### src/rtl/pulse_stretch.sv
// rtl/pulse_stretch.sv - trigger-to-level pulse stretcher with optional retrigger and holdoff gap
module pulse_stretch #(
  parameter int unsigned WIDTH   = 16,
  parameter int unsigned HOLDOFF = 0,
  parameter bit          RETRIG  = 1'b0
) (
  input  logic             CLOCK,
  input  logic             RESET,
  input  logic             PULSE,
  input  logic [WIDTH-1:0] LENGTH,
  output logic             LONG_SIGNAL,
  output logic             BUSY,
  output logic             OVERRUN
);

  typedef enum logic [1:0] {
    IDLE = 2'd0,
    HIGH = 2'd1,
    GAP  = 2'd2
  } state_t;

  localparam logic [WIDTH-1:0] CNT_ONE  = WIDTH'(1);
  localparam logic [WIDTH-1:0] HOLD_CNT = WIDTH'(HOLDOFF);
  localparam bit               HAS_GAP  = (HOLDOFF != 0);

  state_t           state;
  state_t           state_next;
  logic [WIDTH-1:0] count;
  logic [WIDTH-1:0] count_next;
  logic [WIDTH-1:0] load_len;
  logic             overrun_next;

  // a zero length still produces a single-cycle pulse
  assign load_len = (LENGTH == '0) ? CNT_ONE : LENGTH;

  assign BUSY = (state != IDLE);

  always_comb begin
    state_next   = state;
    count_next   = count;
    overrun_next = 1'b0;
    case (state)
      IDLE: begin
        if (PULSE) begin
          state_next = HIGH;
          count_next = load_len;
        end
      end
      HIGH: begin
        if (PULSE && RETRIG) begin
          count_next = load_len;
        end else begin
          overrun_next = PULSE;
          if (count <= CNT_ONE) begin
            if (HAS_GAP) begin
              state_next = GAP;
              count_next = HOLD_CNT;
            end else begin
              state_next = IDLE;
              count_next = '0;
            end
          end else begin
            count_next = count - CNT_ONE;
          end
        end
      end
      GAP: begin
        overrun_next = PULSE;
        if (count <= CNT_ONE) begin
          state_next = IDLE;
          count_next = '0;
        end else begin
          count_next = count - CNT_ONE;
        end
      end
      default: begin
        state_next = IDLE;
        count_next = '0;
      end
    endcase
  end

  always_ff @(posedge CLOCK) begin
    if (RESET) begin
      state       <= IDLE;
      count       <= '0;
      LONG_SIGNAL <= 1'b0;
      OVERRUN     <= 1'b0;
    end else begin
      state       <= state_next;
      count       <= count_next;
      LONG_SIGNAL <= (state_next == HIGH);
      OVERRUN     <= overrun_next;
    end
  end

endmodule

### config.mk
export PLATFORM = sky130hd
export DESIGN_NAME = pulse_stretch
export DESIGN_NICKNAME = d
export VERILOG_FILES = /design/src/rtl/pulse_stretch.sv
export SDC_FILE = /design/constraint.sdc
export NUM_CORES = 1
export LEC_CHECK = 0
export BUFFER_PORTS_ARGS = -buffer_cell sky130_fd_sc_hd__buf_2
export CAP_MARGIN = 30
export CORE_UTILIZATION = 55
export DETAILED_ROUTE_END_ITERATION = 6
export PLACE_DENSITY = 0.89
export SYNTH_ARGS = -nofsm -noshare
export SYNTH_HDL_FRONTEND = slang
export SYNTH_SLANG_ARGS = --single-unit
### constraint.sdc
create_clock -name CLOCK -period 2.4 [get_ports CLOCK]
set_clock_uncertainty 0.1 [all_clocks]
set_input_delay 0.48 -clock CLOCK [delete_from_list [all_inputs] [get_ports CLOCK]]
set_output_delay 0.48 -clock CLOCK [all_outputs]
set_load 0.005 [all_outputs]
Word-level counts from Yosys, hierarchy flattened --
Index checks and enable logic that the tools add are counted.
Storage, ports and cells: logic and storage cells 23, register bits after elaboration 20, output and inout bits 3, input bits 19
Operators by class: mux-type cells 7, eq/ne operators 4, add/subtract/negate cells 1, bitwise operators 1, reductions and logical operators 5, $lt $le $gt $ge 1
Operator list (number):
- $mux 16 | 3
- $pmux 16 s2 | 1
- $le 16x1->1 const B | 1
- $logic_not 16->1 | 1
- $sub 16x1->16 const B | 1
- $eq 2x1->1 const B | 2
- $mux 2 | 2
- $pmux 2 s2 | 1
- $reduce_or 2->1 | 2
- $eq 2x2->1 const B | 1
- $logic_not 2->1 | 1
- $ne 2x2->1 const B | 1
- $reduce_bool 2->1 | 1
- $not 1->1 | 1

Logic depth before layout (Yosys ltp) --
word-level depth 4, depth in mapped cells 8

Worst setup path before layout --
OpenSTA, ideal clock, no wires.
path type register to register, from register state[1], to register count[15], required time 2221 ps, slack 339 ps, cell stages (with the launch flop) 9, buffers on the path 1, setup time 79 ps, arrival 1882 ps, path through dfxtp_1 > inv_1 > ha_1 > clkbuf_1 > nand2b_1 > nand3_1 > a21o_2 > or4_1 > o211ai_1
On the way: word-level cells in the longest chain between the ends 3, elaborated cells between the ends (all ways) 6, those cells by class 3 x eq/ne; 1 x mux; 2 x reduce/logical
RTL lines:
- start, declared | RTL line 26 | state_t state;
- start signal, assigned | RTL line 90 | state <= state_next;
- $eq 2x2->1 / $eq 2x1->1 (equally long branches) | RTL line 42 | case (state)
- $reduce_or 2->1 (no line)
- $pmux 16 s2 | RTL line 42
- end signal, assigned | RTL line 91 | count <= count_next;
- end, declared | RTL line 28 | logic [WIDTH-1:0] count;
Several ways; a longest one is shown, not always the timed one. A chain may end at the register's enable or synchronous reset.

Final worst setup path --
from register count[0], to register count[15]
On the way: word-level cells in the longest chain between the ends 3, elaborated cells between the ends (all ways) 4, those cells by class 1 x add/sub; 1 x order compare; 2 x mux
RTL lines:
- $sub 16x1->16 / $le 16x1->1 (equally long branches)
- $mux 16 * | RTL line 54 | if (count <= CNT_ONE) begin
- $pmux 16 s2 * | RTL line 42
Mark *: on every way between the ends. The rest lies on a longest branch, timed or not.

==> summary.md <==
| Metric | Value |
|---|---|
| Syn_nets | 187 |
| First-pass GRT wire length | 5930 µm |
| Gpl congestion | 0.937 |
| Area grow syn2layout | 12.7% |
| Layout cells sized above 1 | 21.0% |
| Drc violations | 0 |
| Sequential area share after synthesis | 30.4% |
| Met2 WL | 1790 µm |
| Placed Area | 1450 µm² |
| Diode count | 0 |
| Largest net degree at the start of global routing | 13 |
| Final hold vios | 0 |
| Pre-Repair DR Iteration Count | 4 |
| Sw frac | 37.9% |
| Worst-margin pin slew | 0.831 ns |
| Slew Viols, Final | 0 |
| Syn Inst Count | 164 |
| Worst hold path startpoint | LENGTH[12] |
| Status | finished, final reports clean |
| Buffers on Ports | 21 |
| Internal Power | 597 µW |
| Cts hold-fix bufs | 0 |
| Total track usage | 30.6% |
| Post-Syn Area | 1320 µm² |
| Met3 WL | 291 µm |
| Post-synthesis adder-cell area fraction | 3.81% |
| Average cell area after synthesis | 8.02 µm² |
| Number of global-route vias before repair | 1,315 |
| Relative slew margins | 44.5% |
| Top_reg_cell synth | dfxtp_1 |
| Combinational family with the most area after synthesis | simple AND/OR/NAND/NOR gates |
| Maxcap violations | 0 |
| Mux cell area share after synthesis | 0% |
| Synth Area in XOR/XNOR | 3.33% |
| Core ar. | 2230 µm² |
| Drt via density | 6.50 |
| Antenna violations before repair | 0 |
| Max Clk Rate | 0.455 GHz |
| Clock sinks | 20 |
| Fillers | 195 |
| Hold Path Sink | count[12] |
| Finished Cell Area | 1480 µm² |
| Setup Buffers After CTS | 0 |
| Antenna viol nets, final | 0 |
| CTS root buffer | clkbuf_4 |
| Synth warnings | 0 |
| EDFF count, synth | 0 |
| Starting Density | 58.9% |
| Reg2reg end | count[15] |
| Dpl ws | 0.178 ns |
| Net Sw Power | 364 µW |
| Critical path type | register to register |
| Starting DRT DRC Count | 61 |
| WHS Path Cells | 3 |
| Worst vdd rail ir drop | 0.394 mV |
| CTS Buffer Depth | 2 |
| Final HPWL DP | 2750 µm |
| Slowest cell delay on critical path | 0.49 ns |
| Simple logic cell fraction of the synthesized area | 31.7% |
| Row count | 17 |
| Final Worst Setup Slack | 0.201 ns |
| Reg2Reg Setup Slack | 0.20 ns |
| Compound-Gate Fraction of Synth Area | 26.1% |
| Clk slew on worst S/H paths | 0.13 ns |
| Uppermost layer routed | met4 |
| Worst setup SP type | register |
| TritonCTS clock tree | yes |
| Slowest CP cell | or4_1 |
| Die ar. | 2590 µm² |
| Netlist cell types | 49 |
| Drt wl/cell | 17.2 µm |
| Clk Latency, worst-skew pair | 0.31 ns |
| Combinational share of power | 36.3% |
| Worst R2R Path Depth | 6 |
| Asr flop ratio synth | 0% |
| LEAKAGE | 0.600 nW |
| Die Y | 50.9 µm |
| Die span in x | 50.9 µm |
| Post-Route WL | 3680 µm |
| Final Cycle Share | 91.6% |
| Worst-path maximum fanout | 5 |
| Clock group share of total power | 21.7% |
| Tmin final | 2.20 ns |
| Setup TNS | 0 ns |
| Worst EP arrival | 2.34 ns |
| H-tree depth | 1 |
| I/O pins | 22 |
| RSZ-0062 raised after global routing | false |
| Pwr Density | 648 nW/µm² |
| Sequential power share | 42.0% |
| Critical Path RT | 2.55 ns |
| Synth Register Bits | 20 |
| Min-Delay Path Class | input port to register |
| Metal-1 WL | 1530 µm |
| Worst r2r src | count[0] |
| Finished Core Util | 66.4% |
| Post-CTS sizing | 0 |
| Crit path capture type | register |
| Final Setup Violations | 0 |
| Via Count | 1,391 |
| Gr ovfl total | 0 |
| # nets final | 210 |
| CTS buffer count | 3 |
| CP cell instances | inv_1 > ha_1 > o211a_1 > a21o_2 > or4_1 > o211ai_1 |
-- critical path, delay by kind of cell, from the launching register on --
family / cells / cell delay, ns
DFF: 1 / 0.40
and+or+nand+nor: 1 / 0.49
adders and majority gates: 1 / 0.29
buffers and inverters: 1 / 0.11
AOI/OAI and AO/OA: 3 / 0.75
-- placed cells by master, fill, tap and decap left out, types with 4 or more instances in the layout --
cell type	instances
ha_1	4
nor2_1	16
nor3b_1	4
inv_1	8
nand2_1	18
nand3_1	4
nor4_1	7
dfxtp_1	20
nor3_1	5
nand3b_1	6
o21ai_0	6
a21oi_1	15
buf_2	21
-- registers in the layout (all words and copies together) (netlist names) --
register / cells
LONG_SIGNAL: 1
OVERRUN: 1
count: 16
state: 2
-- worst max path at each step --
stage / slack [ns] / to / cells past startpoint / start
4_1_cts: 0.23 / count[15] / 6 / count[0]
3_5_place_dp: 0.18 / count[15] / 6 / PULSE
6_report: 0.20 / count[15] / 6 / count[0]
2_1_floorplan: 0.34 / count[15] / 8 / state[1]
3_3_place_gp: 0.26 / count[15] / 6 / PULSE
5_1_grt: 0.09 / count[15] / 6 / count[0]
-- cell usage after synthesis, drive strengths merged (3+ instances only) --
library cell  instances  area, µm²
dfxtp                20        400
nor2                 17       80.1
nor3                  6       41.3
nor4                  7       43.8
o21ai                 6       30.0
nand2                18       67.6
or4                   3       30.0
inv                   8       30.0
o22ai                 3       18.8
ha                    4       50.1
a21oi                15       75.1
nand3b                6       45.0
nor3b                 4       30.0
nand3                 5       30.0
clkbuf                4       15.0
xor2                  3       26.3
-- per-stage QoR --
stage          cells  hold WS, ns  total power [mW]
6_report         214        0.286             0.961
5_1_grt          214        0.300              1.01
4_1_cts          214        0.287             0.952
3_5_place_dp     210        0.396             0.747
3_3_place_gp     210        0.385             0.736
2_1_floorplan    164        0.366             0.654
-- cell type report --
| cell class | count | area, µm² | share of cell area (%) |
|---|---|---|---|
| multi-input combinational | 130 | 853 | 57.6 |
| sequential | 20 | 400 | 27.0 |
| timing repair buffer | 24 | 128 | 8.61 |
| clock buffer | 4 | 36.3 | 2.45 |
| tap | 28 | 35.0 | 2.36 |
| inverter | 8 | 30.0 | 2.03 |
-- power by group through the flow --
stage	combinational (mW)	clock, mW	sequential, mW
CTS	0.341	0.209	0.402
global placement	0.328	0	0.407
floorplan	0.256	0	0.399
finish	0.349	0.209	0.404
global route	0.378	0.226	0.408
detailed placement	0.337	0	0.410
-- cells by family after synthesis --
group                      count (synthesis)
AOI/OAI and AO/OA                         48
xor gates and xnor gates                   5
adders and majority gates                  4
buffers and inverters                     14
DFF                                       20
and+or+nand+nor                           73
-- per-layer routing --
metal | vias up | track usage, %
met5 | - | 0
met4 | 0 | 13.4
met3 | 10 | 3.87
met2 | 79 | 51.3
met1 | 643 | 39.2
li1 | 659 | -
No activity file was read; power rests on OpenSTA's default activity.
